**config.mk**
```make
export PLATFORM = sky130hd
export DESIGN_NAME = instr_loader_flat
export DESIGN_NICKNAME = d
export VERILOG_FILES = /design/src/rtl/instr_loader_if.sv /design/src/rtl/instr_loader.sv /design/src/flat_wrapper.sv
export SDC_FILE = /design/constraint.sdc
export NUM_CORES = 1
export LEC_CHECK = 0
export CAP_MARGIN = 20
export CORE_UTILIZATION = 60
export CTS_CLUSTER_SIZE = 28
export DETAILED_ROUTE_END_ITERATION = 7
export PLACE_DENSITY = 0.83
export SYNTH_ARGS = -nofsm -noshare
export SYNTH_HDL_FRONTEND = slang
export SYNTH_SLANG_ARGS = --single-unit
export TNS_END_PERCENT = 100
```
**constraint.sdc**
```tcl
create_clock -name clk -period 4.3 [get_ports clk]
set_input_delay 0.86 -clock clk [delete_from_list [all_inputs] [get_ports clk]]
set_output_delay 0.86 -clock clk [all_outputs]
set_load 0.02 [all_outputs]
```
**src/rtl/instr_loader_if.sv**
```systemverilog
// Shared types and the upstream instruction handshake interface for instr_loader.
// The master drives an instruction; the slave (the loader) answers with in_ready.
package instr_loader_pkg;
    typedef logic [3:0]         opcode_t;
    typedef logic signed [31:0] operand_t;
    typedef logic [4:0]         address_t;

    localparam opcode_t OP_ZERO = 4'h0;
    localparam opcode_t OP_ADD  = 4'h1;
    localparam opcode_t OP_SUB  = 4'h2;
    localparam opcode_t OP_MUL  = 4'h3;
    localparam opcode_t OP_DIV  = 4'h4;
    localparam opcode_t OP_MOD  = 4'h5;
endpackage

interface instr_loader_if;
    import instr_loader_pkg::*;

    logic     in_valid;
    logic     in_ready;
    opcode_t  in_opcode;
    operand_t in_operand_a;
    operand_t in_operand_b;

    modport master (
        output in_valid, in_opcode, in_operand_a, in_operand_b,
        input  in_ready
    );

    modport slave (
        input  in_valid, in_opcode, in_operand_a, in_operand_b,
        output in_ready
    );
endinterface

```
**src/rtl/instr_loader.sv**
```systemverilog
// Buffers instructions in a small FIFO and issues them to an instruction register.
// Optional: define LOADER_DIV_ZERO_DROP_EN to discard DIV/MOD entries whose operand B is zero.
module instr_loader
    import instr_loader_pkg::*;
#(
    parameter int FIFO_DEPTH = 4,
    parameter int START_ADDR = 0
) (
    input  logic            clk,
    input  logic            reset,
    instr_loader_if.slave   in_if,
    input  logic            run,
    output logic            load_en,
    output opcode_t         opcode,
    output operand_t        operand_a,
    output operand_t        operand_b,
    output address_t        write_pointer,
    output logic [5:0]      loaded_count,
    output logic            wrapped,
    output logic            drop_pulse
);
    localparam int AW = $clog2(FIFO_DEPTH);
    localparam int CW = AW + 1;

    typedef enum logic [1:0] {IDLE, ISSUE, HOLD} state_t;

    opcode_t  fifo_op [FIFO_DEPTH];
    operand_t fifo_a  [FIFO_DEPTH];
    operand_t fifo_b  [FIFO_DEPTH];

    state_t          state_q, state_d;
    logic [AW-1:0]   rd_ptr_q, rd_ptr_d;
    logic [AW-1:0]   wr_ptr_q, wr_ptr_d;
    logic [CW-1:0]   count_q, count_d;
    logic            in_ready_q, in_ready_d;
    logic            load_en_q, load_en_d;
    opcode_t         opcode_q, opcode_d;
    operand_t        operand_a_q, operand_a_d;
    operand_t        operand_b_q, operand_b_d;
    address_t        wp_q, wp_d;
    logic [5:0]      cnt_q, cnt_d;
    logic            wrapped_q, wrapped_d;
`ifdef LOADER_DIV_ZERO_DROP_EN
    logic            drop_q, drop_d;
`endif

    logic     push, pop, fifo_empty, drop;
    opcode_t  head_op;
    operand_t head_a, head_b;

    always_comb begin
        fifo_empty = (count_q == '0);
        push       = in_if.in_valid && in_ready_q;
        pop        = (state_q == ISSUE) && !fifo_empty && run;
        head_op    = fifo_op[rd_ptr_q];
        head_a     = fifo_a[rd_ptr_q];
        head_b     = fifo_b[rd_ptr_q];
`ifdef LOADER_DIV_ZERO_DROP_EN
        drop       = pop && ((head_op == OP_DIV) || (head_op == OP_MOD)) && (head_b == 32'sd0);
`else
        drop       = 1'b0;
`endif

        state_d     = state_q;
        rd_ptr_d    = rd_ptr_q;
        wr_ptr_d    = wr_ptr_q;
        opcode_d    = opcode_q;
        operand_a_d = operand_a_q;
        operand_b_d = operand_b_q;
        wp_d        = wp_q;
        cnt_d       = cnt_q;
        wrapped_d   = wrapped_q;

        case (state_q)
            IDLE:    if (!fifo_empty && run) state_d = ISSUE;
            ISSUE: begin
                if (fifo_empty)      state_d = IDLE;
                else if (!run)       state_d = HOLD;
            end
            HOLD:    if (run) state_d = ISSUE;
            default: state_d = IDLE;
        endcase

        if (push) wr_ptr_d = wr_ptr_q + AW'(1);
        if (pop)  rd_ptr_d = rd_ptr_q + AW'(1);
        count_d    = count_q + CW'(push) - CW'(pop);
        // Registered from the next occupancy, so a full FIFO never accepts
        // in the same cycle it frees a slot.
        in_ready_d = (count_d != CW'(FIFO_DEPTH));

        load_en_d = pop && !drop;
        if (load_en_d) begin
            opcode_d    = head_op;
            operand_a_d = head_a;
            operand_b_d = head_b;
        end
`ifdef LOADER_DIV_ZERO_DROP_EN
        drop_d = drop;
`endif

        // The pointer names the load currently on the outputs, then moves on.
        if (load_en_q) begin
            wp_d = wp_q + 5'd1;
            if (wp_q == 5'd31) wrapped_d = 1'b1;
            if (cnt_q != 6'd32) cnt_d = cnt_q + 6'd1;
        end
    end

    always_ff @(posedge clk or posedge reset) begin
        if (reset) begin
            state_q     <= IDLE;
            rd_ptr_q    <= '0;
            wr_ptr_q    <= '0;
            count_q     <= '0;
            in_ready_q  <= 1'b0;
            load_en_q   <= 1'b0;
            opcode_q    <= OP_ZERO;
            operand_a_q <= '0;
            operand_b_q <= '0;
            wp_q        <= address_t'(START_ADDR);
            cnt_q       <= '0;
            wrapped_q   <= 1'b0;
`ifdef LOADER_DIV_ZERO_DROP_EN
            drop_q      <= 1'b0;
`endif
        end else begin
            state_q     <= state_d;
            rd_ptr_q    <= rd_ptr_d;
            wr_ptr_q    <= wr_ptr_d;
            count_q     <= count_d;
            in_ready_q  <= in_ready_d;
            load_en_q   <= load_en_d;
            opcode_q    <= opcode_d;
            operand_a_q <= operand_a_d;
            operand_b_q <= operand_b_d;
            wp_q        <= wp_d;
            cnt_q       <= cnt_d;
            wrapped_q   <= wrapped_d;
`ifdef LOADER_DIV_ZERO_DROP_EN
            drop_q      <= drop_d;
`endif
        end
    end

    // Storage carries no reset; flushing is done by clearing the pointers.
    always_ff @(posedge clk) begin
        if (push) begin
            fifo_op[wr_ptr_q] <= in_if.in_opcode;
            fifo_a[wr_ptr_q]  <= in_if.in_operand_a;
            fifo_b[wr_ptr_q]  <= in_if.in_operand_b;
        end
    end

    assign in_if.in_ready = in_ready_q;
    assign load_en        = load_en_q;
    assign opcode         = opcode_q;
    assign operand_a      = operand_a_q;
    assign operand_b      = operand_b_q;
    assign write_pointer  = wp_q;
    assign loaded_count   = cnt_q;
    assign wrapped        = wrapped_q;
`ifdef LOADER_DIV_ZERO_DROP_EN
    assign drop_pulse     = drop_q;
`else
    assign drop_pulse     = 1'b0;
`endif
endmodule

```
**src/flat_wrapper.sv**
```systemverilog
// flat-port wrapper written by rule: the top's interface ports become plain ports
module instr_loader_flat import instr_loader_pkg::*;
#(
    parameter int FIFO_DEPTH = 4,
    parameter int START_ADDR = 0
)
  (clk, reset, run, load_en, opcode, operand_a, operand_b, write_pointer, loaded_count, wrapped, drop_pulse, in_if_in_valid, in_if_in_opcode, in_if_in_operand_a, in_if_in_operand_b, in_if_in_ready);
  instr_loader_if in_if_i ();
  input  logic clk;
  input  logic reset;
  input  logic run;
  output logic load_en;
  output opcode_t opcode;
  output operand_t operand_a;
  output operand_t operand_b;
  output address_t write_pointer;
  output logic [5:0] loaded_count;
  output logic wrapped;
  output logic drop_pulse;
  input wire logic [$bits(in_if_i.in_valid)-1:0] in_if_in_valid;
  input wire logic [$bits(in_if_i.in_opcode)-1:0] in_if_in_opcode;
  input wire logic [$bits(in_if_i.in_operand_a)-1:0] in_if_in_operand_a;
  input wire logic [$bits(in_if_i.in_operand_b)-1:0] in_if_in_operand_b;
  output wire logic [$bits(in_if_i.in_ready)-1:0] in_if_in_ready;
  assign in_if_i.in_valid = in_if_in_valid;
  assign in_if_i.in_opcode = in_if_in_opcode;
  assign in_if_i.in_operand_a = in_if_in_operand_a;
  assign in_if_i.in_operand_b = in_if_in_operand_b;
  assign in_if_in_ready = in_if_i.in_ready;
  instr_loader #(.FIFO_DEPTH(FIFO_DEPTH), .START_ADDR(START_ADDR)) u_core (.clk(clk), .reset(reset), .in_if(in_if_i), .run(run), .load_en(load_en), .opcode(opcode), .operand_a(operand_a), .operand_b(operand_b), .write_pointer(write_pointer), .loaded_count(loaded_count), .wrapped(wrapped), .drop_pulse(drop_pulse));
endmodule
```
Word-level counts from Yosys, hierarchy flattened
Memory sizes are Yosys's and may differ from the RTL's. A register that Yosys moved wholly into a read port is not among the register bits.
Cells that the tools add are included.
{"block": "totals", "ff_bits": 23, "ramBits": 272, "input_bits": 72, "output_inout_bits": 83, "word_cells": 43, "n_memories": 3}
{"memory": "u_core.fifo_a", "depth": 4, "word_bits": 32, "rd": 1, "rd_clocked_by_memory_dff": 1, "write_ports": 1, "line": "instr_loader.sv:28", "text": "operand_t fifo_a [FIFO_DEPTH];"}
{"memory": "u_core.fifo_b", "depth": 4, "word_bits": 32, "rd": 1, "rd_clocked_by_memory_dff": 1, "write_ports": 1, "line": "instr_loader.sv:29", "text": "operand_t fifo_b [FIFO_DEPTH];"}
{"memory": "u_core.fifo_op", "depth": 4, "word_bits": 4, "rd": 1, "rd_clocked_by_memory_dff": 1, "write_ports": 1, "line": "instr_loader.sv:27", "text": "opcode_t fifo_op [FIFO_DEPTH];"}
{"block": "classes", "addsub": 6, "eq_ne": 8, "mux": 7, "n_reduce_logical": 10}
{"cell": "$mux W2", "n": 4}
{"cell": "$add A6 B1 Y6 const B", "n": 1}
{"cell": "$ne A6 B6 Y1 const B", "n": 1}
{"cell": "$pmux W2 S3", "n": 1}
{"cell": "$add A5 B1 Y5 const B", "n": 1}
{"cell": "$eq A5 B5 Y1 const B", "n": 1}
{"cell": "$add A2 B1 Y2 const B", "n": 2}
{"cell": "$logic_and A1 B1 Y1", "n": 4}
{"cell": "$reduce_and A2 Y1", "n": 2}
{"cell": "$add A3 B1 Y3", "n": 1}
{"cell": "$logic_not A3 Y1", "n": 1}
{"cell": "$ne A3 B2 Y1 const B", "n": 1}
{"cell": "$ne A3 B3 Y1 const B", "n": 1}
{"cell": "$reduce_and A3 Y1", "n": 1}
{"cell": "$sub A3 B1 Y3", "n": 1}
{"cell": "$eq A2 B1 Y1 const B", "n": 1}
{"cell": "$eq A2 B2 Y1 const B", "n": 1}
{"cell": "$logic_not A2 Y1", "n": 1}
{"cell": "$mux W1", "n": 2}
{"cell": "$ne A2 B1 Y1 const B", "n": 1}
{"cell": "$ne A2 B2 Y1 const B", "n": 1}
{"cell": "$logic_not A1 Y1", "n": 1}

Depth between registers and ports, before layout
{"block": "logic_depth", "ltp_word": 6, "ltp_mapped": 11, "ltp_nobuf": 10}

Worst setup path after synthesis
OpenSTA, ideal clock, no wires.
{"block": "synth_timing", "kind": "input-to-reg", "from": "input in_if_in_valid", "to": "memory u_core.fifo_a[0][0] (netlist name), enable pin", "setup_time_ns": 0.434, "arrival_time_ns": 2.505, "required_ns": 3.866, "setup_slack_ns": 1.362, "path_stages": 1, "path_buffers": 0, "cell_sequence": "and3_1"}
{"block": "synth_via", "elab_chain_len": 3}
{"element": "from (decl)", "line": "flat_wrapper.sv:20", "text": "input wire logic [$bits(in_if_i.in_valid)-1:0] in_if_in_valid;"}
{"element": "$logic_and A1 B1 Y1", "line": "instr_loader.sv:53", "text": "push = in_if.in_valid && in_ready_q;"}
{"element": "$mux W1", "line": "instr_loader.sv:147", "text": "if (push) begin"}
{"element": "$mux W1 (implied by the code)", "line": "instr_loader.sv:149", "text": "fifo_a[wr_ptr_q] <= in_if.in_operand_a;"}
{"element": "to (decl)", "line": "instr_loader.sv:28"}
No other way between the ends.

Final worst setup path
{"block": "layout_timing", "from": "register u_core.load_en_q (netlist: u_core.load_en)", "to": "output load_en"}
{"element": "from (decl)", "line": "instr_loader.sv:36", "text": "logic load_en_q, load_en_d;"}
{"element": "from (signal assigned)", "line": "instr_loader.sv:132", "text": "load_en_q <= load_en_d;"}
{"element": "to (decl)", "line": "flat_wrapper.sv:12", "text": "output logic load_en;"}
No word-level cell between the ends.

==> results.txt <==
The switching part of the total is 0.286, and the mean routed wirelength per cell is 22.2 um. After layout, the worst setup slack is 1.54 ns. The total clock buffers created by CTS was 37; the standby leakage power was 5.80 nW. The residual overflow from global routing was 0. TritonCTS built the clock tree. The portion of total power attributed to the clock network came out at 0.264. The clock-pin slew on the worst setup and hold paths is 0.06 ns. Power spread over the standard cell area amounts to 718 nW/um2. The final worst-path cycle share was 0.642.

For the cts-stage hold buffer count, the log shows 0. Setup repair after global routing left no endpoint under its margin. The post-synth net total is 677, and the highest attainable clock frequency is 362 MHz. Top flip-flop cell by instance count after synthesis: sky130_fd_sc_hd__edfxtp_1.

The count of final setup violators is 0. The tools report the global-route wire length before repair as 36.0 mm. The critical setup path kind is flop to primary output.

The average size of a mapped cell works out to 22.6 um2. Pin placement for this block handled 155 I/O pins. For the finished layout, the period the worst path requires is 2.76 ns. In this run the clock root is driven by a sky130_fd_sc_hd__clkbuf_16. Wires add up to 23.8 mm.

The part of the total power dissipated in combinational logic was 0.283. Entering global routing, the biggest net connects 70 pins. The fraction of registers with async set/reset was 0.251. The detailed-route vias per instance came out at 5.79. The logs give 6813 for the number of global-route vias before repair and 0 for the number of instances resized during post-cts repair.

The run gives 0 as the number of hold violations in the final report. The routability congestion estimate from global placement came out at 0.719. The type of the worst min-delay path is flop to flop.

The worst setup path is captured at a primary output. The floorplan has 54 rows. The run gives 3.38 mW as the net switching power figure. The starting utilization of the core area is 0.615.

The synthesized netlist contains 27 unique library cells. The cell area that synthesis handed to floorplanning was 13500 um2. During synthesis, Yosys emitted a total of 0 warnings. Traced cell by cell, the critical path runs through clkdlybuf4s50_1.

0 antenna diodes ended up in the layout. Cell internal power was estimated by the tool at 8.44 mW. The tools report the startpoint kind of the worst setup timing path as a flop. The library cell contributing the largest single delay on the critical path was sky130_fd_sc_hd__clkdlybuf4s50_1. The tools report the highest ir drop seen on vdd as 0.445 mV. Worst slew slack as a fraction of its limit: 0.276.

The sequential fraction of the synthesis area was 0.776; the data required time at the worst endpoint was 3.44 ns. Share of cells above drive strength 1: 0.265. The tools report the CTS sink count as 363.

The maximum single-stage delay on the critical path was 0.70 ns. The run finished with clean final reports. Data arrives at the worst endpoint at 1.90 ns. The longest clock path from root to sink contains 3 buffers. Counting flops with a built-in enable in the synthesized netlist gives 272.

Sum of net half-perimeters after detailed placement: 13.3 mm. For the pin with the worst max-slew slack, the measured transition is 1.09 ns. Buffers placed on the I/O ports in this run total 153.

The floorplan step set the die width to 152 um. Once the clock tree was built, the setup fixing pass inserted 0 buffers. In this run the vertical extent of the chip is 152 um. The run gives 0 as the count of pins over their slew limit.

The final net count was 849; the antenna violation net count after detailed routing was 0. The number of buffer and inverter stages on the critical path is 1, and the final setup skew is 0.0209 ns. The floorplan step defined a die boundary enclosing 23000 um2. The clock tree synthesis step divided the H-tree into 2 levels. The synthesis-stage register bit count was 363; the number of cells produced by synthesis was 594.

The core area was 21900 um2; the peak fanout along the critical path was 11. The multi-input gate area in the final layout is 2800 um2. The sequential power share is 0.453, and the total global routing track utilization is 0.214. The DRC violation total after the first TritonRoute iteration was 283. At the later pin of the worst-skew pair, clock insertion delay measures 0.51 ns. Fill cells in the final layout number 1216. The cell family contributing the most delay on the critical path is buffers and inverters. Detailed routing inserted a total of 6220 vias. The detailed-routing iteration count for the pre-antenna-repair pass came out at 4.

The pre-CTS setup slack was 1.30 ns. The total area of sequential cells was 10500 um2. Compared with the post-synthesis result, the final layout area differs by 22.4%. For the sum of negative setup slack, the log shows 0 ns.

The tool flagged a number of max-cap violations equal to 0. The post-route DRC violation count is 0, and the initial antenna violation count is 0.
==> per-stage QoR <==
| step | area [um2] | hold slack, ns | cells | power, mW | utilization |
|---|---|---|---|---|---|
| floorplan | 13500 | 0.498 | 594 | 7.46 | - |
| global placement | 15200 | 0.437 | 1006 | 8.61 | 0.695 |
| detailed placement | 15200 | 0.464 | 1006 | 8.79 | 0.695 |
| CTS | 16400 | 0.477 | 1074 | 11.9 | 0.751 |
| global route | 16500 | 0.507 | 1075 | 12.3 | 0.752 |
| finish | 16500 | 0.474 | 1075 | 11.8 | 0.752 |
==> path summary, 6_finish.rpt <==
path,from,end,slack [ns],cells past startpoint
worst max-delay path,u_core.load_en,load_en,1.54,1
worst min-delay path,u_core.wrapped,u_core.wrapped,0.47,1
worst max register to register,u_core.count_q[1],u_core.in_if.in_ready,1.87,10
worst min register to register,u_core.wrapped,u_core.wrapped,0.47,1
max in group asynchronous,reset,u_core.operand_a[4],2.36,4
min in group asynchronous,reset,u_core.loaded_count[4],0.91,2
==> registers in the layout, summed over array words and instances (netlist names), 2 cells and up <==
| signal | cells |
|---|---|
| u_core.count_q | 3 |
| u_core.fifo_a | 128 |
| u_core.fifo_b | 128 |
| u_core.fifo_op | 16 |
| u_core.loaded_count | 6 |
| u_core.opcode | 4 |
| u_core.operand_a | 32 |
| u_core.operand_b | 32 |
| u_core.rd_ptr_q | 2 |
| u_core.state_q | 2 |
| u_core.wr_ptr_q | 2 |
| u_core.write_pointer | 5 |
==> power by group through the flow <==
stage	logic, mW	registers [mW]	clock network [mW]
after global placement	3.25	5.37	0
after detailed placement	3.35	5.44	0
after CTS	3.38	5.38	3.17
final	3.34	5.36	3.12
after global routing	3.56	5.47	3.30
after floorplan	1.91	5.55	0
==> cell type report <==
cell class              instances  area share
flip-flops and latches        363       0.635
multi-input cells             194       0.170
repair buffers                158      0.0973
clock buffers                  54      0.0676
well taps                     280      0.0213
clock inverters                14     0.00593
inverters                      12     0.00289
==> cell usage after synthesis, types with 4 or more instances <==
cell type,count,area share
sky130_fd_sc_hd__nand2_1,6,0.0017
sky130_fd_sc_hd__edfxtp_1,272,0.61
sky130_fd_sc_hd__dfrtp_1,91,0.17
sky130_fd_sc_hd__mux4_2,68,0.11
sky130_fd_sc_hd__and3_1,5,0.0023
sky130_fd_sc_hd__ha_1,10,0.0093
sky130_fd_sc_hd__buf_6,8,0.0067
sky130_fd_sc_hd__clkbuf_1,6,0.0017
sky130_fd_sc_hd__nand4_1,4,0.0019
sky130_fd_sc_hd__xnor2_1,10,0.0065
sky130_fd_sc_hd__buf_4,9,0.0050
sky130_fd_sc_hd__inv_1,12,0.0033
sky130_fd_sc_hd__mux2_2,71,0.059
==> metal layers <==
layer	track usage	up-vias	share of wire
li1	-	2740	-
met1	0.270	3279	0.40
met2	0.372	158	0.53
met3	0.0437	43	0.045
met4	0.0752	0	0.023
met5	0	-	0
==> cell usage in the layout (no fill, tap or decap), drive strengths merged <==
master,count
edfxtp,272
clkdlybuf4s50,153
dfrtp,91
mux2,71
mux4,68
clkbuf,54
inv,13
clkinv,11
xnor2,10
ha,10
nand2,6
and3,5
buf,5
nand4,4
nor2,3
nand3,3
nor2b,2
xor2,2
o21ai,2
a21oi,2
or3,1
o211a,1
o41ai,1
a21o,1
fa,1
conb,1
clkinvlp,1
bufinv,1
==> logic make-up (layout without fill, tap and decap cells) <==
group	count (synthesis)	count (layout)	synth area share
fa+ha+maj	11	11	0.0108
xor+xnor	12	12	0.00781
buf+inv	37	238	0.0175
mux	139	139	0.173
other cells	1	1	0.000279
simple gates	24	24	0.00995
flops	363	363	0.776
compound gates	7	7	0.00400
Power figures use the tool's default switching activity.
